==> src/rtl/cpu_step_ctrl_pkg.sv <==
// Shared types and default constants for the single-step / run-rate controller.
package cpu_step_pkg;

  typedef enum logic [1:0] {
    MODE_MANUAL = 2'd0,
    MODE_RUN    = 2'd1,
    MODE_HALTED = 2'd2
  } step_mode_e;

  localparam int unsigned DEBOUNCE_CYCLES_DEF = 500_000;
  localparam int unsigned RUN_DIV_DEF         = 500_000;
  localparam int unsigned REPEAT_CYCLES_DEF   = 25_000_000;
  localparam int unsigned COUNT_W_DEF         = 16;

  // Width of a counter that must hold 0..n-1.
  function automatic int unsigned cnt_w(input int unsigned n);
    return (n <= 1) ? 1 : $clog2(n);
  endfunction

endpackage

==> src/rtl/cpu_step_ctrl_debounce.sv <==
// Push-button synchroniser, debounce counter and press-pulse generator.
module step_debounce
  import cpu_step_pkg::*;
#(
  parameter int unsigned DEBOUNCE_CYCLES = DEBOUNCE_CYCLES_DEF
) (
  input  logic clock,
  input  logic reset_n,
  input  logic clear,
  input  logic button_n,
  output logic pressed,
  output logic press
);

  localparam int unsigned DB_W = cnt_w(DEBOUNCE_CYCLES);

  logic [1:0]      sync_q;
  logic            stable_n;
  logic [DB_W-1:0] db_cnt;

  always_ff @(posedge clock or negedge reset_n) begin
    if (!reset_n) begin
      sync_q   <= 2'b11;
      stable_n <= 1'b1;
      db_cnt   <= '0;
      press    <= 1'b0;
    end else begin
      sync_q <= {sync_q[0], button_n};
      press  <= 1'b0;
      if (clear) begin
        // Track the value sync_q[1] takes at this edge, so a button held
        // through reset is already stable when clear drops.
        stable_n <= sync_q[0];
        db_cnt   <= '0;
      end else if (sync_q[1] == stable_n) begin
        db_cnt <= '0;
      end else if (db_cnt == DB_W'(DEBOUNCE_CYCLES - 1)) begin
        stable_n <= sync_q[1];
        db_cnt   <= '0;
        press    <= ~sync_q[1];
      end else begin
        db_cnt <= db_cnt + 1'b1;
      end
    end
  end

  assign pressed = ~stable_n;

endmodule

==> src/rtl/cpu_step_ctrl.sv <==
// Step-enable source for the core: debounced single-step button or run-rate tick.
// Optional hold-to-repeat stepping is built when STEP_AUTOREPEAT_EN is defined.
module cpu_step_ctrl
  import cpu_step_pkg::*;
#(
  parameter int unsigned DEBOUNCE_CYCLES = DEBOUNCE_CYCLES_DEF,
  parameter int unsigned RUN_DIV         = RUN_DIV_DEF,
  parameter int unsigned REPEAT_CYCLES   = REPEAT_CYCLES_DEF,
  parameter int unsigned COUNT_W         = COUNT_W_DEF
) (
  input  logic               clock,
  input  logic               reset_n,
  input  logic               step_button_n,
  input  logic               run_mode,
  input  logic               halt,
  output logic               step_en,
  output logic [COUNT_W-1:0] step_count,
  output logic               core_reset,
  output logic               run_active
);

  localparam int unsigned PS_W = cnt_w(RUN_DIV);

  step_mode_e      mode_q, mode_d;
  logic [1:0]      rst_sync_q;
  logic [1:0]      run_sync_q;
  logic            run_sync;
  logic [PS_W-1:0] presc_q;
  logic            tick;
  logic            press;
  logic            btn_pressed;
  logic            rep_step;
  logic            step_d;
  logic            step_fire;

  always_ff @(posedge clock or negedge reset_n) begin
    if (!reset_n) begin
      rst_sync_q <= 2'b11;
      run_sync_q <= 2'b00;
    end else begin
      rst_sync_q <= {rst_sync_q[0], 1'b0};
      run_sync_q <= {run_sync_q[0], run_mode};
    end
  end

  assign core_reset = rst_sync_q[1];
  assign run_sync   = run_sync_q[1];

  step_debounce #(.DEBOUNCE_CYCLES(DEBOUNCE_CYCLES)) u_debounce (
    .clock    (clock),
    .reset_n  (reset_n),
    .clear    (core_reset),
    .button_n (step_button_n),
    .pressed  (btn_pressed),
    .press    (press)
  );

  assign tick = (mode_q == MODE_RUN) && (presc_q == PS_W'(RUN_DIV - 1));

  always_ff @(posedge clock or negedge reset_n) begin
    if (!reset_n) begin
      presc_q <= '0;
    end else if ((mode_q != MODE_RUN) || tick) begin
      presc_q <= '0;
    end else begin
      presc_q <= presc_q + 1'b1;
    end
  end

`ifdef STEP_AUTOREPEAT_EN
  localparam int unsigned RP_W = cnt_w(REPEAT_CYCLES);
  logic [RP_W-1:0] rep_q;

  assign rep_step = (mode_q == MODE_MANUAL) && btn_pressed && !press &&
                    (rep_q == RP_W'(REPEAT_CYCLES - 1));

  always_ff @(posedge clock or negedge reset_n) begin
    if (!reset_n) begin
      rep_q <= '0;
    end else if (core_reset || (mode_q != MODE_MANUAL) || !btn_pressed || press || rep_step) begin
      rep_q <= '0;
    end else begin
      rep_q <= rep_q + 1'b1;
    end
  end
`else
  // Held-button level and repeat interval only matter with autorepeat built in.
  logic unused_repeat;
  assign unused_repeat = btn_pressed ^ (REPEAT_CYCLES != 0);
  assign rep_step      = 1'b0;
`endif

  always_comb begin
    mode_d = mode_q;
    step_d = 1'b0;
    unique case (mode_q)
      MODE_MANUAL: begin
        step_d = press | rep_step;
        if (run_sync) mode_d = MODE_RUN;
      end
      MODE_RUN: begin
        if (!run_sync)  mode_d = MODE_MANUAL;
        else if (halt)  mode_d = MODE_HALTED;
        else            step_d = tick;
      end
      MODE_HALTED: begin
        if (!run_sync) mode_d = MODE_MANUAL;
      end
      default: mode_d = MODE_MANUAL;
    endcase
  end

  assign step_fire = step_d & ~core_reset;

  always_ff @(posedge clock or negedge reset_n) begin
    if (!reset_n) begin
      mode_q     <= MODE_MANUAL;
      step_en    <= 1'b0;
      step_count <= '0;
    end else begin
      mode_q     <= mode_d;
      step_en    <= step_fire;
      step_count <= step_count + COUNT_W'(step_fire);
    end
  end

  assign run_active = (mode_q == MODE_RUN);

endmodule

==> config.mk <==
export PLATFORM = sky130hd
export DESIGN_NAME = cpu_step_ctrl
export DESIGN_NICKNAME = d
export VERILOG_FILES = /design/src/rtl/cpu_step_ctrl_pkg.sv /design/src/rtl/cpu_step_ctrl_debounce.sv /design/src/rtl/cpu_step_ctrl.sv
export SDC_FILE = /design/constraint.sdc
export NUM_CORES = 1
export LEC_CHECK = 0
export CAP_MARGIN = 0
export CORE_ASPECT_RATIO = 0.7
export CORE_MARGIN = 2
export CORE_UTILIZATION = 52
export CTS_CLUSTER_SIZE = 40
export DETAILED_ROUTE_END_ITERATION = 8
export HOLD_SLACK_MARGIN = 0.08
export PLACE_DENSITY = 0.78
export SYNTH_ARGS = -nofsm -noshare
export SYNTH_HDL_FRONTEND = slang
export SYNTH_SLANG_ARGS = --single-unit
==> constraint.sdc <==
create_clock -name clock -period 2.75 [get_ports clock]
set_input_delay 0.6875 -clock clock [delete_from_list [all_inputs] [get_ports clock]]
set_output_delay 0.6875 -clock clock [all_outputs]
set_load 0.05 [all_outputs]
==> impl_metrics.env <==
export IMPL_status="finished, final reports clean"
export IMPL_hold_violations=0
export IMPL_clkTransAtPathRegs_ns=0.07
export IMPL_crit_path_start_kind="flip-flop"
export IMPL_yosysTopAreaCellShare=0.504
export IMPL_cts_tree="yes"
export IMPL_hpwlAfterDp_um=3920
export IMPL_synth_edf_count=0
export IMPL_synth_area_leader_cell="dfrtp_1"
export IMPL_async_flop_share=1.00
export IMPL_crit_required_ns=2.96
export IMPL_p_leak_nw=1.47
export IMPL_synth_area_top_cells="dfrtp_1 50%, xnor2_1 7.9%, nor2_1 4.7%"
export IMPL_die_area_um2=6370
export IMPL_setup_violations_final=0
export IMPL_rows=23
export IMPL_wirelength_um=5560
export IMPL_detail_route_iter0_violations=118
export IMPL_min_path_type="reg2reg"
export IMPL_maxCapViolCount=0
export IMPL_met2_usage=0.296
export IMPL_coreArea_um2=5640
export IMPL_gr_total_overflow=0
export IMPL_fin_crit_ns=2.57
export IMPL_routedWlPerCell_um=13.7
export IMPL_synthFlopType="dfrtp_1"
export IMPL_clkSinkCount=65
export IMPL_grt_pass1_vias=2103
export IMPL_grtUsageMet1=0.284
export IMPL_cts_max_level=3
export IMPL_synth_seq_cells=65
export IMPL_portBuffers=23
export IMPL_syn_cell_area_um2=2980
export IMPL_n_antenna_cell=0
export IMPL_timing_fmax_ghz=0.389
export IMPL_fin_skew_ns=0.00687
export IMPL_use_met3=0.0614
export IMPL_antenna_left=0
export IMPL_gp_routability_congestion=0.786
export IMPL_synthCells=282
export IMPL_timing_final_crit_share=0.935
export IMPL_num_vias=2181
export IMPL_maxSlewViolCount=0
export IMPL_slew_limit_headroom=0.657
export IMPL_drc=0
export IMPL_synth_avg_cell_area_um2=10.6
export IMPL_grt_busiest_layer="met2"
export IMPL_initial_core_util=0.529
export IMPL_synth_cell_types=47
export IMPL_root_buffer="clkbuf_8"
export IMPL_crit_arrival_ns=2.78
export IMPL_power_mw=1.77
export IMPL_worstSetupEndpointType="flip-flop"
export IMPL_clock_path_buffers=2
export IMPL_rsz0062_at_grt="false"
export IMPL_via_per_inst=5.39
export IMPL_yosys_warnings=0
export IMPL_syn2layout_area_growth_pct=20.2
export IMPL_cts_made_buffers=9
export IMPL_die_w_um=94.5
export IMPL_antenna_found_initial=0
export IMPL_critical_path_class="reg2reg"
export IMPL_vdd_drop_max_mv=0.320
export IMPL_grt_max_degree=66
export IMPL_drive_above_1_share=0.158
export IMPL_fin_cells=405
export IMPL_grt_usage=0.202
export IMPL_path_max_fanout=4
export IMPL_power_density_nw_per_um2=495
export IMPL_syn_nets=291
export IMPL_ioPinCount=24
export IMPL_grt_pass1_wl_um=9710
export IMPL_worst_pin_slew_ns=0.513
export IMPL_synth_yosys_seq_area_share=0.548
export IMPL_insertion_delay_ns=0.33
export IMPL_drt_pass1_iter_count=4
export IMPL_nets=334
export IMPL_die_h_um=67.4
export IMPL_dpl_cell_count=388
[cells by family (layout without fill, tap and decap cells)]
group | Yosys count | after routing | synth area share
AND/OR/NAND/NOR | 134 | 134 | 0.243
AO/OA/AOI/OAI | 23 | 23 | 0.0483
XOR/XNOR | 40 | 40 | 0.118
adder cells (fa/ha/maj) | 4 | 4 | 0.0168
buffers and inverters | 14 | 62 | 0.0227
flip-flops | 65 | 65 | 0.548
multiplexers | 1 | 1 | 0.00336
other | 1 | 1 | 0.00126
[critical path, cell delays in order (launching register included)]
cell	delay, ns
dfrtp_1	0.38
or4_1	0.53
nor4_2	0.19
nand3_1	0.14
a211oi_2	0.24
ha_2	0.23
ha_1	0.16
nand4_1	0.14
nor2_2	0.18
nand4_1	0.13
xnor2_1	0.14
[power breakdown]
group	switching (mW)	internal, mW	leakage [nW]
registers	0.0138	0.974	0.877
logic	0.0542	0.0274	0.499
clock network	0.330	0.372	0.0932
total	0.398	1.37	1.47
[area by class of cell]
type	instances	area, µm²
fill	480	2060
multi-input combinational	203	1300
sequential	65	1630
clock buffer	13	159
inverter	8	30.0
timing repair buffer	38	350
tap	75	93.8
clock inverter	3	15.0
[Yosys cell counts (2+ instances only)]
cell type and n:
dfrtp_1 60, nor2_1 37, xnor2_1 27, nand2_1 21, nand3_1 19, xor2_1 13
a21oi_1 9, nand4_1 9, inv_1 8, nor4_1 7, nor3_1 6, dfstp_2 5
o21ai_0 5, or3_1 5, and3_1 4, ha_1 4, or4_1 4, and4_1 3
buf_2 3, a21bo_2 2, and2_1 2, nand2b_1 2, nor2b_1 2, o31ai_1 2
[path summary, 6_finish.rpt]
| check | startpoint | end | slack (ns) | cells after the start |
|---|---|---|---|---|
| min | rst_sync_q[0]$_DFF_PN1_ | rst_sync_q[1]$_DFF_PN1_ | 0.36 | 0 |
| max in group asynchronous | reset_n | rst_sync_q[0]$_DFF_PN1_ | 2.07 | 2 |
| max | presc_q[7]$_DFF_PN0_ | step_count[12]$_DFF_PN0_ | 0.18 | 10 |
| min in group asynchronous | reset_n | step_en$_DFF_PN0_ | 0.37 | 2 |
| min reg2reg | rst_sync_q[0]$_DFF_PN1_ | rst_sync_q[1]$_DFF_PN1_ | 0.36 | 0 |
| max reg2reg | presc_q[7]$_DFF_PN0_ | step_count[12]$_DFF_PN0_ | 0.18 | 10 |
[metal layers]
metal / wire [µm] / share of wire
met5: 0 / 0
met1: 2750 / 0.49
met3: 351 / 0.063
met4: 57 / 0.010
met2: 2410 / 0.43
[flip-flops by register name, summed over array words and instances, names as in the netlist]
name / count
mode_q: 2
presc_q: 19
rst_sync_q: 2
run_sync_q: 2
step_count: 16
step_en: 1
u_debounce.db_cnt: 19
u_debounce.press: 1
u_debounce.stable_n: 1
u_debounce.sync_q: 2
[through the flow]
step / hold WS (ns) / instance area [µm²] / util / TNS, ns / setup WS [ns]
detailed placement: 0.348 / 3390 / 0.601 / -0.00782 / -0.00782
global route: 0.359 / 3580 / 0.635 / 0 / 0.0101
CTS: 0.358 / 3570 / 0.633 / 0 / 0.0518
floorplan: 0.331 / 2990 / - / 0 / 0.00800
finish: 0.357 / 3580 / 0.635 / 0 / 0.178
global placement: 0.346 / 3390 / 0.601 / 0 / 0.0445
[cells in the final DEF, fill, tap and decap left out, types with 2 or more instances in the layout]
master / count
dfrtp_1: 60
nor2_1: 36
xnor2_1: 27
clkdlybuf4s50_1: 22
nand2_1: 21
nand3_1: 19
buf_4: 14
xor2_1: 13
clkbuf_8: 11
nand4_1: 9
a21oi_1: 9
inv_1: 8
nor4_1: 6
o21ai_0: 5
or3_1: 5
nor3_1: 5
dfstp_2: 5
or4_1: 4
and3_1: 4
and4_1: 3
ha_1: 3
clkinv_2: 3
nand2b_1: 2
nor4_2: 2
o31ai_1: 2
nor2b_1: 2
a21bo_2: 2
and2_1: 2
clkbuf_1: 2
[repair_timing]
action,in CTS,in global routing
pin swaps,0,3
resized for setup,1,2
endpoints found under the setup margin,1,8
setup buffers,0,1
hold buffers,0,0
No activity file was read; power rests on OpenSTA's default activity.
